<file path="src/rtl/uart_tx_dev_pkg.sv">
// uart_tx_dev_pkg: register offsets, status/control bit positions and FSM encoding for the UART transmitter
package uart_tx_dev_pkg;
  localparam logic [1:0] REG_DATA   = 2'd0;
  localparam logic [1:0] REG_STATUS = 2'd1;
  localparam logic [1:0] REG_CTRL   = 2'd2;
  localparam logic [1:0] REG_DIV    = 2'd3;
  localparam int ST_BUSY  = 0;
  localparam int ST_FULL  = 1;
  localparam int ST_EMPTY = 2;
  localparam int ST_OVF   = 3;
  localparam int ST_CNT   = 4;
  localparam int CTRL_EN  = 0;
  localparam int CTRL_IE  = 1;
  typedef enum logic [1:0] {S_IDLE, S_START, S_DATA, S_STOP} state_e;
  // A divisor of zero would stall the baud counter, so it runs as one cycle per bit.
  function automatic logic [15:0] bit_period(input logic [15:0] div);
    return (div == 16'd0) ? 16'd1 : div;
  endfunction
endpackage

</file>
<file path="src/rtl/uart_fifo.sv">
// uart_fifo: byte FIFO with head look-ahead; a push into a full FIFO is honoured only alongside a pop
module uart_fifo #(
  parameter int DEPTH = 4
) (
  input  logic                     clk,
  input  logic                     rst_n,
  input  logic                     push,
  input  logic                     pop,
  input  logic [7:0]               din,
  output logic [7:0]               head,
  output logic                     full,
  output logic                     empty,
  output logic [$clog2(DEPTH):0]   count
);
  localparam int AW = $clog2(DEPTH);
  localparam int CW = AW + 1;
  logic [7:0]    mem_q [DEPTH];
  logic [AW-1:0] wp_q, wp_d, rp_q, rp_d;
  logic [CW-1:0] cnt_q, cnt_d;
  logic          do_push, do_pop;
  assign full  = cnt_q == CW'(DEPTH);
  assign empty = cnt_q == '0;
  assign head  = mem_q[rp_q];
  assign count = cnt_q;
  always_comb begin
    do_pop  = pop & ~empty;
    do_push = push & (~full | do_pop);
    wp_d    = do_push ? wp_q + AW'(1) : wp_q;
    rp_d    = do_pop ? rp_q + AW'(1) : rp_q;
    cnt_d   = cnt_q + CW'(do_push) - CW'(do_pop);
  end
  always_ff @(posedge clk) begin
    if (do_push) mem_q[wp_q] <= din;
  end
  always_ff @(posedge clk or negedge rst_n) begin
    if (!rst_n) begin
      wp_q  <= '0;
      rp_q  <= '0;
      cnt_q <= '0;
    end else begin
      wp_q  <= wp_d;
      rp_q  <= rp_d;
      cnt_q <= cnt_d;
    end
  end
endmodule

</file>
<file path="src/rtl/uart_tx_dev.sv">
// uart_tx_dev: memory-mapped 8N1 UART transmitter with FIFO, programmable bit period and drain interrupt
module uart_tx_dev
  import uart_tx_dev_pkg::*;
#(
  parameter int          FIFO_DEPTH = 4,
  parameter logic [15:0] DIV_RESET  = 16'd16
) (
  input  logic        clk,
  input  logic        reset,
  input  logic [31:0] Addr,
  input  logic        WE,
  input  logic [31:0] Din,
  output logic [31:0] Dout,
  output logic        IRQ,
  output logic        txd
);
  localparam int CW = $clog2(FIFO_DEPTH) + 1;
  state_e        state_q, state_d;
  logic [15:0]   cnt_q, cnt_d, period_q, period_d, div_q, div_d, p_new;
  logic [2:0]    bit_q, bit_d;
  logic [7:0]    shift_q, shift_d, fifo_head;
  logic [1:0]    ctrl_q, ctrl_d, sel;
  logic          ovf_q, ovf_d, irq_q, irq_d, txd_q, txd_d;
  logic          wr_data, fifo_pop, fifo_full, fifo_empty, start_ok, done;
  logic [CW-1:0] fifo_count;
  logic [31:0]   status;
  logic          unused;
  assign unused   = ^{Addr[31:4], Addr[1:0], Din[31:16]};
  assign sel      = Addr[3:2];
  assign wr_data  = WE && sel == REG_DATA;
  assign done     = cnt_q == 16'd0;
  assign p_new    = bit_period(div_q);
  assign start_ok = ctrl_q[CTRL_EN] && !fifo_empty;
  assign IRQ      = irq_q;
  assign txd      = txd_q;
  uart_fifo #(.DEPTH(FIFO_DEPTH)) u_fifo (
    .clk   (clk),
    .rst_n (reset),
    .push  (wr_data),
    .pop   (fifo_pop),
    .din   (Din[7:0]),
    .head  (fifo_head),
    .full  (fifo_full),
    .empty (fifo_empty),
    .count (fifo_count)
  );
  always_comb begin
    state_d  = state_q;
    bit_d    = bit_q;
    shift_d  = shift_q;
    period_d = period_q;
    fifo_pop = 1'b0;
    cnt_d    = (state_q == S_IDLE) ? cnt_q : done ? period_q - 16'd1 : cnt_q - 16'd1;
    case (state_q)
      S_IDLE:  ;
      S_START: if (done) begin
        state_d = S_DATA;
        bit_d   = 3'd0;
      end
      S_DATA:  if (done) begin
        if (bit_q == 3'd7) state_d = S_STOP;
        else begin
          bit_d   = bit_q + 3'd1;
          shift_d = shift_q >> 1;
        end
      end
      S_STOP:  if (done) state_d = S_IDLE;
      default: state_d = S_IDLE;
    endcase
    // A frame starts from idle or directly off the last stop-bit cycle, so queued bytes go back-to-back.
    if (start_ok && (state_q == S_IDLE || (state_q == S_STOP && done))) begin
      state_d  = S_START;
      fifo_pop = 1'b1;
      shift_d  = fifo_head;
      period_d = p_new;
      cnt_d    = p_new - 16'd1;
    end
    txd_d = (state_d == S_START) ? 1'b0 : (state_d == S_DATA) ? shift_d[0] : 1'b1;
  end
  always_comb begin
    ctrl_d = (WE && sel == REG_CTRL) ? Din[1:0] : ctrl_q;
    div_d  = (WE && sel == REG_DIV) ? Din[15:0] : div_q;
    ovf_d  = (WE && sel == REG_STATUS) ? 1'b0 : (wr_data && fifo_full && !fifo_pop) ? 1'b1 : ovf_q;
    irq_d  = ctrl_q[CTRL_IE] && fifo_empty && state_q == S_IDLE;
    status = '0;
    status[ST_BUSY]       = state_q != S_IDLE;
    status[ST_FULL]       = fifo_full;
    status[ST_EMPTY]      = fifo_empty;
    status[ST_OVF]        = ovf_q;
    status[ST_CNT +: 4]   = 4'(fifo_count);
    Dout = (sel == REG_DATA)   ? (fifo_empty ? 32'd0 : {24'd0, fifo_head}) :
           (sel == REG_STATUS) ? status :
           (sel == REG_CTRL)   ? {30'd0, ctrl_q} : {16'd0, div_q};
  end
  always_ff @(posedge clk or negedge reset) begin
    if (!reset) begin
      state_q  <= S_IDLE;
      cnt_q    <= '0;
      period_q <= 16'd1;
      bit_q    <= '0;
      shift_q  <= '0;
      ctrl_q   <= '0;
      div_q    <= DIV_RESET;
      ovf_q    <= 1'b0;
      irq_q    <= 1'b0;
      txd_q    <= 1'b1;
    end else begin
      state_q  <= state_d;
      cnt_q    <= cnt_d;
      period_q <= period_d;
      bit_q    <= bit_d;
      shift_q  <= shift_d;
      ctrl_q   <= ctrl_d;
      div_q    <= div_d;
      ovf_q    <= ovf_d;
      irq_q    <= irq_d;
      txd_q    <= txd_d;
    end
  end
endmodule

</file>
<file path="config.mk">
export PLATFORM = sky130hd
export DESIGN_NAME = uart_tx_dev
export DESIGN_NICKNAME = d
export VERILOG_FILES = /design/src/rtl/uart_tx_dev_pkg.sv /design/src/rtl/uart_fifo.sv /design/src/rtl/uart_tx_dev.sv
export SDC_FILE = /design/constraint.sdc
export NUM_CORES = 1
export LEC_CHECK = 0
export CAP_MARGIN = 30
export CORE_MARGIN = 3
export CORE_UTILIZATION = 30
export CTS_CLUSTER_DIAMETER = 30
export DETAILED_ROUTE_END_ITERATION = 10
export GPL_TIMING_DRIVEN = 0
export SKIP_CTS_REPAIR_TIMING = 1
export SLEW_MARGIN = 0
export SYNTH_ARGS = -nofsm -noshare
export SYNTH_HDL_FRONTEND = slang
export SYNTH_SLANG_ARGS = --single-unit
</file>
<file path="constraint.sdc">
create_clock -name clk -period 10.7 [get_ports clk]
set_clock_uncertainty 0.1 [all_clocks]
set_input_delay 2.14 -clock clk [delete_from_list [all_inputs] [get_ports clk]]
set_output_delay 2.14 -clock clk [all_outputs]
set_load 0.01 [all_outputs]
</file>
==> flow_summary.json, run 1 <==
{
  "peakVddDrop_uv": 108,
  "gr-total-overflow": 0,
  "synth_common_cells": "nand2_1, dfrtp_1, o21ai_0",
  "outcome": "complete, no violations",
  "die-area_sq_um": 19800,
  "drv_cap": 0,
  "finalMaxSlewViolations": 0,
  "layoutNonFillerInstCount": 789,
  "port_buffers": 38,
  "synth-edff-count": 32,
  "yosysMostFrequentCell": "nand2_1",
  "power.total_mw": 1.56,
  "power_density_nw_per_um2": 241,
  "finalWirelength_microns": 14000,
  "grt_pass1_wl_microns": 22300,
  "critPathTopFamily": "buffers and inverters",
  "cts.path.max_buffers": 2,
  "vias": 4162,
  "path_buf_inv": 4,
  "ys.flop_type": "dfrtp_1",
  "place.gp.congestion": 0.920,
  "leakagePower_nw": 2.57,
  "ys_types": 65,
  "cp_data_arrival_time_ps": 4240,
  "initial_core_util_pct": 31.0,
  "ctsHtreeMaxLevel": 3,
  "r2r-end": "cnt_q[6]$_DFFE_PN0P_",
  "clk_latency_ps": 360,
  "max_slew_margin_pct": 45.2,
  "num_antenna_cells": 0,
  "num_rows": 48,
  "die_width_microns": 141,
  "crit_type": "in2out",
  "hold_depth": 2,
  "start_kind": "primary input",
  "io_pins": 101,
  "finalHoldViolCount": 0,
  "min_period_ps": 6480,
  "yosysWarnings": 0,
  "worst_pin_slew_ps": 822,
  "dr.pass1.iters": 5,
  "fin_ws_ps": 4220,
  "cp_common_cell": "clkdlybuf4s50_1",
  "rsz0062_at_grt": "no",
  "via_per_inst": 5.28,
  "die_h_microns": 141,
  "cts.clk_slew.worst_paths_ps": 80,
  "p_comb_share_pct": 37.5,
  "root_buffer": "clkbuf_16",
  "cts_tree": "done",
  "cts_buffers": 9,
  "synth-seq-cells": 105,
  "ys_seq_area_share_pct": 51.4,
  "maxClockFrequency_ghz": 0.154,
  "grt_max_degree": 54,
  "synth_area_sq_um": 5430,
  "layout-drive-gt1-share_pct": 15.1,
  "pwr-share-seq_pct": 41.5,
  "rrSetupSlack_ps": 6170,
  "place_ws_ps": 4280,
  "rr_worst_depth": 13,
  "core_sq_um": 17500,
  "antenna_found_initial": 0,
  "async_flop_share_pct": 69.5,
  "tns_ps": 0,
  "slowest_stage": "clkdlybuf4s50_1",
  "pwr-share-clk_pct": 21.0,
  "critPathRequiredTime_ps": 8460,
  "worstPathCellList": "clkdlybuf4s50_1 -> clkbuf_1 -> inv_1 -> nand2_1 -> o21ai_0 -> a21oi_1 -> clkdlybuf4s50_1",
  "min_to": "period_q[13]$_DFFE_PN0N_",
  "detail_route.iter0.violations": 271,
  "path_max_fanout": 10,
  "rr_startpoint": "cnt_q[10]$_DFFE_PN0P_",
  "timing.final.crit_share_pct": 60.5,
  "synth_top_area_cell": "dfrtp_1",
  "grt_pass1_vias": 4025,
  "power.switching_mw": 0.612,
  "drc": 0,
  "synthCells": 494,
  "nNetsFinal": 636,
  "internal-power_mw": 0.949,
  "swShare_pct": 39.2,
  "hp-start": "period_q[13]$_DFFE_PN0N_",
  "dp_cells": 773,
  "routedWlPerCell_microns": 17.7,
  "setup_violations": 0,
  "clock-sinks": 105,
  "cp-end-kind": "output pin",
  "dpl.hpwl_microns": 10200,
  "hold_path.class": "reg2reg",
  "max_stage_delay_ps": 600,
  "crit_cells": 7,
  "synth_top_area_share_pct": 32.3,
  "postRouteAntennaNets": 0,
  "area_delta_synth_final_pct": 19.1,
  "track_usage_pct": 14.3,
  "synthTopCellsByArea": "dfrtp_1, edfxtp_1, nand2_1",
  "synth.avg_cell_area_sq_um": 11.0
}
## worst max path at each step
stage	from	to	slack, ps
after detailed placement	Addr[2]	Dout[1]	4280
after floorplan	Addr[3]	Dout[0]	5620
final	Addr[3]	Dout[0]	4220
after CTS	Addr[2]	Dout[1]	4270
after global placement	Addr[3]	Dout[0]	4270
after global routing	Addr[2]	Dout[5]	4150
## metrics by stage
| step | instance area [sq um] | utilization, % | hold WS [ps] |
|---|---|---|---|
| 2_1_floorplan | 5490 | - | 347 |
| 3_3_place_gp | 6150 | 35.1 | 369 |
| 3_5_place_dp | 6170 | 35.2 | 371 |
| 4_1_cts | 6470 | 36.9 | 389 |
| 5_1_grt | 6470 | 36.9 | 410 |
| 6_report | 6470 | 36.9 | 387 |
## final cells by class
| class | count | area [sq um] |
|---|---|---|
| clock buffer | 9 | 225 |
| timing repair buffer | 39 | 405 |
| clock inverter | 7 | 67.6 |
| inverter | 9 | 33.8 |
| multi-input combinational | 355 | 2440 |
| sequential | 105 | 2790 |
| fill | 1734 | 11100 |
| buffer | 40 | 219 |
| tap | 225 | 282 |
## logic make-up after synthesis
logic type / synth area share (%)
adders and majority gates: 2.44
muxes: 9.65
buffers and inverters: 4.65
xor gates and xnor gates: 2.42
and+or+nand+nor: 16.2
DFF: 51.4
other: 0.0691
AOI/OAI and AO/OA: 13.2
## registers in the layout, indices dropped and copies added (netlist names), 2 cells and up
name          count
ctrl_q            2
bit_q             3
u_fifo.rp_q       2
shift_q           8
div_q            16
state_q           2
period_q         16
cnt_q            16
u_fifo.count      3
u_fifo.wp_q       2
u_fifo.mem_q     32
## cell usage in the layout (no fill, tap or decap), types with 16 or more instances in the layout
master	count
conb_1	16
dfrtp_1	70
edfxtp_1	32
buf_4	18
a21oi_1	19
clkbuf_1	17
nor2_1	21
o21ai_0	40
mux2_2	19
nand2_1	75
clkdlybuf4s50_1	37
## power groups by stage
stage | registers, mW | logic (mW) | clock network (mW)
6_report | 0.649 | 0.585 | 0.327
2_1_floorplan | 0.617 | 0.423 | 0
5_1_grt | 0.664 | 0.652 | 0.352
4_1_cts | 0.645 | 0.584 | 0.333
3_5_place_dp | 0.652 | 0.581 | 0
3_3_place_gp | 0.646 | 0.564 | 0
## metal layers
layer	GRT usage (%)	up-vias	routed length [microns]
met2	22.4	188	6520
met3	2.46	28	866
met5	0	-	0
li1	-	1906	-
met1	19.9	2040	6220
met4	5.15	0	384
## worst register-to-register path: cells and delay by family (launching register included)
| kind | cells | cell delay [ps] |
|---|---|---|
| flip-flops | 1 | 430 |
| adder cells (fa/ha/maj) | 1 | 190 |
| AND/OR/NAND/NOR | 3 | 1140 |
| AO/OA/AOI/OAI | 5 | 1330 |
| buffers and inverters | 4 | 1240 |
No activity file was read; power rests on OpenSTA's default activity.
==> run 2, diff against run 1 <==
==> constraint.sdc (replaced) <==
create_clock -name clk -period 5.5 [get_ports clk]
set_clock_uncertainty 0.1 [all_clocks]
set_input_delay 1.1 -clock clk [delete_from_list [all_inputs] [get_ports clk]]
set_output_delay 1.1 -clock clk [all_outputs]
set_load 0.01 [all_outputs]
==> results of run 2 <==
Same layout as run 1 (identical final DEF). Status: complete, no violations.
Among the figures that moved: setup slack after placement 4280 ps -> 1030 ps; setup slack after layout 4220 ps -> 966 ps; start point of the critical path Addr[3] -> cnt_q[10]$_DFFE_PN0P_; end point of the critical path Dout[0] -> cnt_q[6]$_DFFE_PN0P_; register-to-register setup slack 6170 ps -> 970 ps; total power 1.56 mW -> 3.04 mW; worst IR drop on VDD 108 uV -> 211 uV
